--- src/rtl/pipe_skid_reg.sv ---
// Pipeline-stage register with a 2-entry skid buffer, registered in_ready and sync flush.
// Optional saturating stall counter enabled by defining PIPE_STALL_CNT_EN.
module pipe_skid_reg #(
  parameter int unsigned       DATA_W  = 64,
  parameter logic [DATA_W-1:0] RST_VAL = '0,
  parameter int unsigned       CNT_W   = 32
) (
  input  logic              clk,
  input  logic              rst_n,
  input  logic              flush,
  input  logic              in_valid,
  output logic              in_ready,
  input  logic [DATA_W-1:0] in_data,
  output logic              out_valid,
  input  logic              out_ready,
  output logic [DATA_W-1:0] out_data,
  output logic [1:0]        occupancy
`ifdef PIPE_STALL_CNT_EN
  ,
  output logic [CNT_W-1:0]  stall_cnt
`endif
);

  typedef enum logic [1:0] {
    EMPTY = 2'd0,
    ONE   = 2'd1,
    FULL  = 2'd2
  } state_t;

  state_t            state;
  logic [DATA_W-1:0] skid;
  logic              in_xfer;
  logic              out_xfer;

  assign in_xfer   = in_valid & in_ready;
  assign out_xfer  = out_valid & out_ready;
  assign occupancy = state;

  // out_data is the main register; out_valid/in_ready are kept as their own flops.
  always_ff @(posedge clk or negedge rst_n) begin
    if (!rst_n) begin
      state     <= EMPTY;
      out_valid <= 1'b0;
      in_ready  <= 1'b1;
      out_data  <= RST_VAL;
      skid      <= '0;
    end else if (flush) begin
      state     <= EMPTY;
      out_valid <= 1'b0;
      in_ready  <= 1'b1;
    end else begin
      case (state)
        EMPTY: begin
          if (in_xfer) begin
            out_data  <= in_data;
            state     <= ONE;
            out_valid <= 1'b1;
          end
        end
        ONE: begin
          if (in_xfer && out_xfer) begin
            out_data <= in_data;
          end else if (in_xfer) begin
            skid     <= in_data;
            state    <= FULL;
            in_ready <= 1'b0;
          end else if (out_xfer) begin
            state     <= EMPTY;
            out_valid <= 1'b0;
          end
        end
        FULL: begin
          if (out_xfer) begin
            out_data <= skid;
            state    <= ONE;
            in_ready <= 1'b1;
          end
        end
        default: begin
          state     <= EMPTY;
          out_valid <= 1'b0;
          in_ready  <= 1'b1;
        end
      endcase
    end
  end

`ifdef PIPE_STALL_CNT_EN
  // Saturating count of cycles where a valid beat is back-pressured; only reset clears it.
  always_ff @(posedge clk or negedge rst_n) begin
    if (!rst_n) begin
      stall_cnt <= '0;
    end else if (out_valid && !out_ready && !flush && (stall_cnt != '1)) begin
      stall_cnt <= stall_cnt + CNT_W'(1);
    end
  end
`endif

endmodule

--- config.mk ---
export PLATFORM = sky130hd
export DESIGN_NAME = pipe_skid_reg
export DESIGN_NICKNAME = d
export VERILOG_FILES = /design/src/rtl/pipe_skid_reg.sv
export SDC_FILE = /design/constraint.sdc
export NUM_CORES = 1
export LEC_CHECK = 0
export CORE_ASPECT_RATIO = 1.75
export CORE_MARGIN = 4
export CORE_UTILIZATION = 50
export DETAILED_ROUTE_END_ITERATION = 7
export PLACE_DENSITY = 0.8
export SYNTH_ARGS = -nofsm -noshare
export SYNTH_HDL_FRONTEND = slang
export SYNTH_SLANG_ARGS = --single-unit
--- constraint.sdc ---
create_clock -name clk -period 2.35 [get_ports clk]
set_input_delay 0.47 -clock clk [delete_from_list [all_inputs] [get_ports clk]]
set_output_delay 0.47 -clock clk [all_outputs]
set_load 0.1 [all_outputs]
==> metrics.md <==
| Metric | Value |
|---|---|
| Status | finished, final reports clean |
| Hpwl dp | approximately 9 mm |
| Period minus WS final | 1.83 ns |
| TritonCTS Buffers | 17 |
| Simple-gate share of the synthesized area | 0.0517 |
| DR WL met3 | roughly 500 um |
| Warnings from Yosys | 0 |
| Placeable core area | 11500 um2 |
| Worst Path Max Fanout | between 60 and 70 |
| RSZ-0062 raised after global routing | no |
| Worst-Margin Slew | 0.488 ns |
| Clock Latency Late Sink | 0.41 ns |
| Synth Area in Compound Gates | 0.0675 |
| Post-synth EDFFs | 0 |
| Die footprint | between 10000 and 15000 um2 |
| Placer Congestion | 0.798 |
| Vias | ~3.9k |
| Critical path arrival | 2.11 ns |
| Post-route ant nets | 0 |
| Die width | 89.7 um |
| Period utilisation layout | 0.779 |
| Dpl cell area | about 7200 um2 |
| Non-filler instance count after layout | 728 |
| Drt wl/cell | between 15 and 20 um |
| Syn_area_per_cell | 13.2 um2 |
| Number of global-route vias before repair | 4143 |
| Post-route DRC | 0 |
| Setup violators final | 0 |
| DRT iter0 DRCs | 148 |
| Port buffer count | roughly 140 |
| Largest cells by area after synthesis | dfrtp_1, mux2_4, mux2i_1, a21oi_1, nor2_1 |
| Yosys reg bits | about 130 |
| Top_reg_cell synth | dfrtp_1 |
| Mean number of vias per cell | ~5.3 |
| CP Capture Type | flip-flop |
| Root Driver | clkbuf_16 |
| WL met2 | around 7.3 mm |
| DRT met1 WL | 4.91 mm |
| Largest area contributor in the netlist | dfrtp_1 |
| Detailed Route WL | 13.1 mm |
| Fin util | 0.673 |
| Synth Area in Adders | 0 |
| Post-synthesis mux area share | 0.272 |
| Top Metal Used | met4 |
| Data required, critical path | 2.63 ns |
| XOR/XNOR Fraction of Synth Area | 0.00150 |
| Clock Sinks | 132 |
| Detailed Routing Iterations Pass 1 | 5 |
| Largest net degree at the start of global routing | 75 |
| Final instance area | 7750 um2 |
| Antenna violations before repair | 0 |
| Async S/R FF share, synth | 1.00 |
| Global-route wire length before repair | 20.6 mm |
| Final nets | 649 |
| Relative slew slack | 0.672 |
| Hold Path Class | flip-flop to flip-flop |
| CTS tree | done |
| Die Span Y | 151 um |
| Fin. max-slew vios | 0 |
| Critical Path Start Type | input pin |
| Register area share after synthesis | 0.566 |
| Initial Util | 0.507 |
| IO Pins | 137 |
| GRT Total Usage | 0.202 |
| Fin Clk Skew | about 0.0077 ns |
| Commonest cells in the netlist | dfrtp_1, nor2_1, a21oi_1, mux2i_1, mux2_4 |
| Max H-tree Level | 4 |
| Clock slew at reported path FFs | 0.06 ns |
| Hold-fix buffers, CTS | 1 |
| Area grow syn2layout | 32.8% |
| # rows | 52 |
| CP Class | input pin to flip-flop |
| Max-Cap Viols | 0 |
| Synth cell types | 27 |
| Syn Inst Count | 441 |
| Hold Vio Cnt, Final | 0 |
| Fmax | between 0.5 and 0.6 GHz |
| Postcts setup bufs | 0 |
| Total negative slack | 0 ns |
| Placed Cells | approximately 700 |
| GRT overflow | 0 |
| Post-cts sizing count | 0 |
| Most numerous cell in the Yosys netlist | dfrtp_1 |
| Share of layout cells above drive strength 1 | 0.304 |
| Largest family of logic cells by synthesized area | multiplexers |
| CTS max path bufs | 2 |
| Post-Syn Area | around 6000 um2 |
| Share of the synthesized area in the top cell type | 0.562 |
| N_diodes | 0 |
| Syn Nets | 510 |
[kinds of logic after synthesis]
logic type	Yosys count
XOR/XNOR	1
AO/OA/AOI/OAI	75
buffers and inverters	31
flip-flops	132
multiplexers	128
AND/OR/NAND/NOR	74
[per-layer routing]
metal / vias up / global-route usage
li1: 1817 / -
met1: 1936 / 0.228
met2: 104 / 0.352
met3: 24 / 0.0463
met4: 0 / 0.0909
met5: - / 0
[critical path: stages]
cell	delay, ns
clkdlybuf4s50_1	0.52
a21boi_0	0.46
o22ai_4	0.19
buf_12	0.23
nor2_1	0.16
a21oi_1	0.05
[through the flow]
stage,hold slack [ns],worst slack (ns)
6_report,0.508,0.519
5_1_grt,0.515,0.413
4_1_cts,0.503,0.552
3_5_place_dp,0.388,0.129
3_3_place_gp,0.387,0.160
2_1_floorplan,0.174,0.161
[state kept, by name (all words and copies together) (netlist names)]
name       flops
skid          64
occupancy      2
out_valid      1
out_data      64
in_ready       1
[cells in the final DEF (no fill, tap or decap), types with 2 or more instances in the layout]
| cell | count |
|---|---|
| clkinv_2 | 4 |
| mux2i_1 | 64 |
| inv_1 | 3 |
| bufinv_16 | 2 |
| buf_4 | 73 |
| clkdlybuf4s50_1 | 67 |
| clkbuf_16 | 17 |
| clkinv_4 | 4 |
| buf_12 | 7 |
| a21oi_1 | 66 |
| mux2_4 | 60 |
| mux2_2 | 4 |
| nor2_1 | 67 |
| dfrtp_1 | 131 |
| clkbuf_1 | 2 |
[area by class of cell]
type                       count  area (um2)
clock inverter                12         131
multi-input combinational    278        2320
inverter                       3        11.3
clock buffer                  20         447
fill                         829        3760
tap                          135         169
timing repair buffer         148        1370
sequential                   132        3300
[worst paths after layout]
path | start | to | slack, ns | cells after the start
max reg2reg | in_ready | skid[34] | 0.59 | 4
min | skid[0] | skid[0] | 0.51 | 1
max | out_ready | out_data[52] | 0.52 | 6
min in group asynchronous | rst_n | out_data[20] | 0.52 | 2
min reg2reg | skid[0] | skid[0] | 0.51 | 1
max in group asynchronous | rst_n | skid[55] | 1.05 | 3
Power is not shown: default switching activity piles up to over one toggle a cycle in this logic, so the estimate is an artifact.
==> patch: new RTL, same flow settings <==
Add a define of `PIPE_STALL_CNT_EN`.
--- a/src/rtl/pipe_skid_reg.sv
+++ b/src/rtl/pipe_skid_reg.sv
@@ -2,2 +2,4 @@
 // Optional saturating stall counter enabled by defining PIPE_STALL_CNT_EN.
+`define PIPE_STALL_CNT_EN
+
 module pipe_skid_reg #(
Behaviour (old outputs only; new: stall_cnt): no difference found for any inputs over 4 cycles, from zero or initial values and one cycle with rst_n low; that may be too few to reach the edited logic, so the function may still have changed.
==> patch against the original RTL <==
Die area rose by 21%. Via count is 35% higher. Non-clock buffer count rose by 33. Wire length increased by 29%. Cell area up 21%. Sequential cell count is 32 higher. Worst setup slack got worse by 0.078 ns. Area after synthesis increased by 23%.
==> patch: results (changes against the original RTL) <==
| Metric | Value |
|---|---|
| Status | `finished, final reports clean` |
| Multi-input gates | `398 (+43%)` |
| All-Layer GR Usage | `21.36% (+1.2 points)` |
| Nets@finish | `834 (+29%)` |
| Commonest cells post-synth | `dfrtp_1, nor2_1, a21oi_1` |
| Proportion of synthesized area in mux cells | `19.37% (-7.8 points)` |
| Non-clk bufs | `181 (+22%)` |
| DRT Pass-1 Iters | `4 (-1)` |
| Clock Sinks | `164 (+24%)` |
| Pin count of the biggest net entering global routing | `66 (-12%)` |
| Synth Area in Compound Gates | `5.753% (-1.0 points)` |
| Post-Syn Area | `7156 sq um (+23%)` |
| Seq/Total Area, Yosys | `57.37% (+0.77 points)` |
| Vias in the first global route | `5,724 (+38%)` |
| WL per Instance | `17.68 microns (-1.5%)` |
| Share of cells above drive strength 1 | `28.83% (-1.5 points)` |
| Initial DRC count | `201 (+36%)` |
| Post-Synth Adder-Cell Area | `0.1749% (+0.17 points)` |
| Rel. slew slack | `68.51% (+1.3 points)` |
| Placed standard-cell area | `8815 sq um (+23%)` |
| Inverters | `2 (-1)` |
| Vias post-DR | `5,226 (+35%)` |
| IO buf count | `168 (+24%)` |
| Clock buf/inv share | `5.947% (-1.5 points)` |
| Global-route wire length before repair | `28,340 microns (+37%)` |
| Filler cells | `1,086 (+31%)` |
| Clock Skew | `0.01030 ns (+0.002551 ns)` |
-- patch: cell types whose count changed in the layout (fill, tap and decap cells not counted), moves of 10 or more --
cell     delta
mux2_2     +60
mux2_4     -59
buf_4      +33
dfrtp_1    +29
xor2_1     +16
nand2_1    +15
and3_1     +12
nand3_1    +12
nor2_1     +12
nand4_1    +10
xnor2_1    +10
-- patch: layer usage --
layer / part of all wire [%] / wire length (microns) / vias up
met5: 0 / 0 / -
met4: 3.0 / 507 / 0
met3: 4.7 / 796 / 36
met2: 56 / 9457 / 160
met1: 36 / 6102 / 2595
li1: - / - / 2435
-- patch: cells by family after synthesis --
logic type | after synthesis
DFF | 164
AOI/OAI and AO/OA | 80
muxes | 130
buffers and inverters | 38
xor gates and xnor gates | 27
and+or+nand+nor | 160
adders and majority gates | 1
-- patch: final timing paths --
kind	from	slack (ns)	to	cells past startpoint
min reg2reg	stall_cnt[19]	0.51	stall_cnt[19]	1
min	stall_cnt[19]	0.51	stall_cnt[19]	1
max in group asynchronous	rst_n	1.09	in_ready	3
min in group asynchronous	rst_n	0.55	stall_cnt[11]	2
max reg2reg	stall_cnt[20]	0.44	stall_cnt[1]	5
max	stall_cnt[20]	0.44	stall_cnt[1]	5
-- patch: power by group through the flow --
stage	clock network [mW]	registers, mW	logic (mW)
final	2.59	4.54	6.35
after global routing	2.77	4.67	6.63
after CTS	2.66	4.54	6.41
after detailed placement	0	4.59	6.40
after global placement	0	4.51	6.28
after floorplan	0	8.14	1.25
-- patch: repair_timing --
| item | CTS | global route |
|---|---|---|
| buffers inserted | 0 | 0 |
| gates resized for setup | 0 | 0 |
| endpoints found under the hold margin | 16 | 0 |
| hold buffers | 1 | 0 |
